===== src/rtl/cache_line_ctrl.sv =====
// Direct-mapped write-back cache controller, 4 lines x 32 bits, 16-word backing memory.
// Optional hit/miss counters are built when CACHE_STATS_EN is defined.
module cache_line_ctrl #(
    parameter int STAT_W = 16
) (
    input  logic              clk,
    input  logic              rst,
    input  logic              cpu_req,
    input  logic              cpu_we,
    input  logic [3:0]        cpu_addr,
    input  logic [31:0]       cpu_wdata,
    output logic [31:0]       cpu_rdata,
    output logic              cpu_done,
    output logic              cpu_busy,
    input  logic              flush,
    output logic              flush_done,
    output logic [3:0]        mem_raddr,
    input  logic [31:0]       mem_rdata,
    input  logic [1:0]        mem_rtag,
    output logic              mem_we,
    output logic [3:0]        mem_waddr,
`ifdef CACHE_STATS_EN
    output logic [STAT_W-1:0] hit_count,
    output logic [STAT_W-1:0] miss_count,
`endif
    output logic [31:0]       mem_wdata
);

    typedef enum logic [1:0] {IDLE, WB, FILL, FLUSH} state_t;

    state_t           state_q, state_d;
    logic [3:0]       valid_q, valid_d, dirty_q, dirty_d;
    logic [3:0][1:0]  tag_q, tag_d;
    logic [3:0][31:0] data_q, data_d;
    logic             req_we_q, req_we_d;
    logic [3:0]       req_addr_q, req_addr_d;
    logic [31:0]      req_wdata_q, req_wdata_d;
    logic [1:0]       fidx_q, fidx_d;
    logic [31:0]      rdata_q, rdata_d;
    logic             done_q, done_d, fdone_q, fdone_d;
    logic [1:0]       idx, ridx;
    logic             hit, is_hit, is_miss;

    assign idx  = cpu_addr[1:0];
    assign ridx = req_addr_q[1:0];
    assign hit  = valid_q[idx] && (tag_q[idx] == cpu_addr[3:2]);

    always_comb begin
        state_d     = state_q;
        valid_d     = valid_q;
        dirty_d     = dirty_q;
        tag_d       = tag_q;
        data_d      = data_q;
        req_we_d    = req_we_q;
        req_addr_d  = req_addr_q;
        req_wdata_d = req_wdata_q;
        fidx_d      = fidx_q;
        rdata_d     = rdata_q;
        done_d      = 1'b0;
        fdone_d     = 1'b0;
        is_hit      = 1'b0;
        is_miss     = 1'b0;
        mem_raddr   = 4'd0;
        mem_we      = 1'b0;
        mem_waddr   = 4'd0;
        mem_wdata   = 32'd0;
        case (state_q)
            IDLE: begin
                if (flush) begin
                    state_d = FLUSH;
                    fidx_d  = 2'd0;
                end else if (cpu_req) begin
                    req_we_d    = cpu_we;
                    req_addr_d  = cpu_addr;
                    req_wdata_d = cpu_wdata;
                    if (hit) begin
                        is_hit = 1'b1;
                        done_d = 1'b1;
                        if (cpu_we) begin
                            data_d[idx]  = cpu_wdata;
                            dirty_d[idx] = 1'b1;
                        end else begin
                            rdata_d = data_q[idx];
                        end
                    end else begin
                        is_miss = 1'b1;
                        state_d = (valid_q[idx] && dirty_q[idx]) ? WB : FILL;
                    end
                end
            end
            WB: begin
                mem_we        = 1'b1;
                mem_waddr     = {tag_q[ridx], ridx};
                mem_wdata     = data_q[ridx];
                dirty_d[ridx] = 1'b0;
                state_d       = FILL;
            end
            FILL: begin
                mem_raddr     = req_addr_q;
                valid_d[ridx] = 1'b1;
                tag_d[ridx]   = mem_rtag;
                if (req_we_q) begin
                    data_d[ridx]  = req_wdata_q;
                    dirty_d[ridx] = 1'b1;
                end else begin
                    data_d[ridx]  = mem_rdata;
                    dirty_d[ridx] = 1'b0;
                    rdata_d       = mem_rdata;
                end
                done_d  = 1'b1;
                state_d = IDLE;
            end
            FLUSH: begin
                if (valid_q[fidx_q] && dirty_q[fidx_q]) begin
                    mem_we          = 1'b1;
                    mem_waddr       = {tag_q[fidx_q], fidx_q};
                    mem_wdata       = data_q[fidx_q];
                    dirty_d[fidx_q] = 1'b0;
                end
                fidx_d = fidx_q + 2'd1;
                if (fidx_q == 2'd3) begin
                    state_d = IDLE;
                    fdone_d = 1'b1;
                end
            end
            default: state_d = IDLE;
        endcase
    end

    always_ff @(posedge clk or posedge rst) begin
        if (rst) begin
            state_q     <= IDLE;
            valid_q     <= '0;
            dirty_q     <= '0;
            tag_q       <= '0;
            data_q      <= '0;
            req_we_q    <= 1'b0;
            req_addr_q  <= '0;
            req_wdata_q <= '0;
            fidx_q      <= '0;
            rdata_q     <= '0;
            done_q      <= 1'b0;
            fdone_q     <= 1'b0;
        end else begin
            state_q     <= state_d;
            valid_q     <= valid_d;
            dirty_q     <= dirty_d;
            tag_q       <= tag_d;
            data_q      <= data_d;
            req_we_q    <= req_we_d;
            req_addr_q  <= req_addr_d;
            req_wdata_q <= req_wdata_d;
            fidx_q      <= fidx_d;
            rdata_q     <= rdata_d;
            done_q      <= done_d;
            fdone_q     <= fdone_d;
        end
    end

    assign cpu_rdata  = rdata_q;
    assign cpu_done   = done_q;
    assign flush_done = fdone_q;
    assign cpu_busy   = (state_q != IDLE);

`ifdef CACHE_STATS_EN
    logic [STAT_W-1:0] hit_q, miss_q;
    always_ff @(posedge clk or posedge rst) begin
        if (rst) begin
            hit_q  <= '0;
            miss_q <= '0;
        end else begin
            if (is_hit && !(&hit_q))   hit_q  <= hit_q + 1'b1;
            if (is_miss && !(&miss_q)) miss_q <= miss_q + 1'b1;
        end
    end
    assign hit_count  = hit_q;
    assign miss_count = miss_q;
`else
    logic unused_stats;
    assign unused_stats = is_hit ^ is_miss;
`endif

endmodule


===== config.mk =====
export PLATFORM = sky130hd
export DESIGN_NAME = cache_line_ctrl
export DESIGN_NICKNAME = d
export VERILOG_FILES = /design/src/rtl/cache_line_ctrl.sv
export SDC_FILE = /design/constraint.sdc
export NUM_CORES = 1
export LEC_CHECK = 0
export BUFFER_PORTS_ARGS = -buffer_cell sky130_fd_sc_hd__buf_4
export CAP_MARGIN = 20
export CORE_UTILIZATION = 45
export DETAILED_ROUTE_END_ITERATION = 8
export GPL_TIMING_DRIVEN = 0
export PLACE_DENSITY = 0.72
export SYNTH_ARGS = -nofsm -noshare
export SYNTH_HDL_FRONTEND = slang
export SYNTH_SLANG_ARGS = --single-unit

===== constraint.sdc =====
create_clock -name clk -period 8.86 [get_ports clk]
set_input_delay 0.886 -clock clk [delete_from_list [all_inputs] [get_ports clk]]
set_output_delay 0.886 -clock clk [all_outputs]
set_load 0.05 [all_outputs]

==> reports/results.tsv <==
metric	value	unit
gr-usage-all-layers	0.3038	
synth.yosys.seq_area_share	0.4410	
clk_latency	0.53	ns
status	finished clean	
critPathSlowestCell	clkbuf_1	
n_antenna_cell	0	
pre_cts_ws	4.973	ns
slew_violations	0	
synthArstFlopShare	1.000	
critPathCaptureType	output port	
grt_setup_unrepaired	false	
finalCritPeriodShare	0.5208	
viasPerCell	7.056	
max_cap_viol_count	0	
ir_drop	216.8	uV
synthFlopType	dfrtp_1	
synthCells	974	
fmax	216.7	MHz
syn2layout_area_growth	20.05	%
cts_root_buffer	clkbuf_16	
postCtsHoldBufs	0	
clkSlewWorstSetupHoldPaths	0.06	ns
whs	0.4722	ns
fp.coreArea	27030	um2
gp_congestion	0.8991	
path_cells	inv_1 -> mux4_2 -> nor2_1 -> clkbuf_1 -> a22o_1 -> buf_4	
antenna_found_initial	0	
portBuffers	149	
pin_count	151	
grt_first_pass_wirelength	64.71	mm
rows	60	
grt_pass1_vias	10630	
wl_per_cell	28.19	um
fin_skew	0.01128	ns
fin_crit	4.614	ns
syn_area	12430	um2
multiInputGateArea	6475	um2
clk_path_buf_depth	3	
synth-edff-count	0	
synth_seq_cells	219	
drt_first_iter_violations	1369	
drive_above_1_share	0.3197	
grt_max_degree	118	
power_density	424.3	nW/um2
syn_nets	1053	
yosysWarnings	0	
max_slew_margin	0.2690	
cpLargestDelayFamily	buffers and inverters	
setup_viol	0	
tritoncts	built	
area.sequential	5480	um2
ys_types	50	
critPathMaxStageDelay	0.80	ns
path_class	flip-flop to output port	
cts-buffers-inserted	25	
tightest_slew	1.097	ns
antenna_left	0	
p_leak	6.217	nW
dr.pass1.iters	5	
postCtsSetupBuffers	0	
grt-ovfl-total	0	
nNetsFinal	1234	
avgSynthCellArea	12.76	um2
vias	10660	
cts-htree-levels	1	
cp_max_fo	10	
fin_ws	4.246	ns
cts_resized	0	
critPathRequiredTime	7.97	ns
initial_utilization	0.4598	
crit_buf_inv	3	
final_util	0.5519	
finalHoldViolCount	0	
die_w	168.2	um
clock-sinks	219	
holdCritPathClass	primary input to asynchronous set/reset pin	
wirelength	42.59	mm
post-dp-hpwl	28.57	mm
worstSetupStartpointType	flip-flop	
num-fill-cells	2277	
drcViolationCount	0	
dieArea	28280	um2
die_h	168.2	um
crit_arrival	3.73	ns
power by group:
part / switching (mW) / internal (mW) / total [mW]
Sequential: 0.405 / 1.48 / 1.89
Clock: 0.417 / 0.662 / 1.08
Combinational: 1.87 / 1.49 / 3.36
registers in the layout (all words and copies together), names as in the netlist:
name	cells
cpu_done	1
cpu_rdata	32
data_q	128
dirty_q	4
fidx_q	2
flush_done	1
req_addr_q	4
req_wdata_q	32
req_we_q	1
state_q	2
tag_q	8
valid_q	4
synthesized netlist by cell type (all sizes together) (6+ instances only):
library cell	n	area, um2
o21ai	6	30.02
and2	8	50.05
a22o	34	297.8
clkbuf	54	202.7
mux4	105	2365
mux2	42	473.0
buf	44	225.2
nand2	25	93.84
a221o	127	1271
inv	13	48.80
o22ai	6	37.54
nor2	135	506.7
a21oi	6	30.03
nand2b	7	43.79
dfrtp	219	5480
o32a	32	320.3
o21a	33	247.7
mux2i	32	320.3
cells by family (layout without fill, tap and decap cells):
logic type,after synthesis,after routing,share of synthesized area
buffers and inverters,111,307,0.03836
AOI/OAI and AO/OA,262,262,0.1917
xor gates and xnor gates,2,2,0.002014
and+or+nand+nor,197,197,0.06867
muxes,179,179,0.2542
DFF,219,219,0.4410
adders and majority gates,4,4,0.004028
stage by stage:
step / instances / setup TNS, ns / total power [mW] / area [um2]
after floorplan: 974 / 0 / 4.191 / 12430
after global placement: 1464 / -158.94 / 5.079 / 13970
after detailed placement: 1466 / 0 / 5.171 / 14030
after CTS: 1508 / 0 / 6.260 / 14880
after global routing: 1511 / 0 / 6.596 / 14920
final: 1511 / 0 / 6.330 / 14920
final timing paths:
kind | endpoint | slack, ns | from | cells past startpoint
max in group asynchronous | cpu_rdata[17]$_DFFE_PP0P_ | 7.35 | rst | 3
worst min-delay path | state_q[1]$_DFFE_PP0P_ | 0.47 | rst | 2
worst min register to register | cpu_rdata[27]$_DFFE_PP0P_ | 0.49 | cpu_rdata[27]$_DFFE_PP0P_ | 1
min in group clk | cpu_rdata[27]$_DFFE_PP0P_ | 0.49 | cpu_rdata[27]$_DFFE_PP0P_ | 1
worst max register to register | data_q[29]$_DFFE_PP0P_ | 5.71 | state_q[1]$_DFFE_PP0P_ | 7
worst max-delay path | mem_wdata[31] | 4.25 | fidx_q[1]$_DFFE_PP0P_ | 6
layout by cell type (no fill, tap or decap), types with 8 or more instances in the layout:
master,instances
a221o_1,127
nor2_1,135
o32a_1,32
clkbuf_8,11
dfrtp_1,219
mux4_2,105
buf_4,149
clkbuf_1,58
buf_1,16
buf_2,24
clkbuf_16,25
inv_1,12
mux2_2,42
o21a_1,33
a22o_1,34
and2_1,8
nand2_1,25
mux2i_1,32
worst register-to-register path, cell delays in order, from the launching register on:
cell	delay, ns
dfrtp_1	0.36
clkbuf_1	0.32
nand2b_1	0.17
clkbuf_1	0.34
nor3_1	0.77
a31oi_1	0.36
buf_2	0.34
a221o_1	0.38
layout make-up:
type | instances | area share
sequential | 219 | 0.3674
clock buffer | 40 | 0.05310
tap | 341 | 0.02860
timing repair buffer | 154 | 0.08036
inverter | 13 | 0.003775
buffer | 98 | 0.02869
clock inverter | 2 | 0.004026
multi-input combinational | 644 | 0.4341
routing by layer:
layer	track usage	share of wire
met1	0.4032	0.38
met2	0.4663	0.46
met5	0.01217	0.0011
met4	0.1395	0.047
met3	0.08157	0.12
Power figures use the tool's default switching activity.
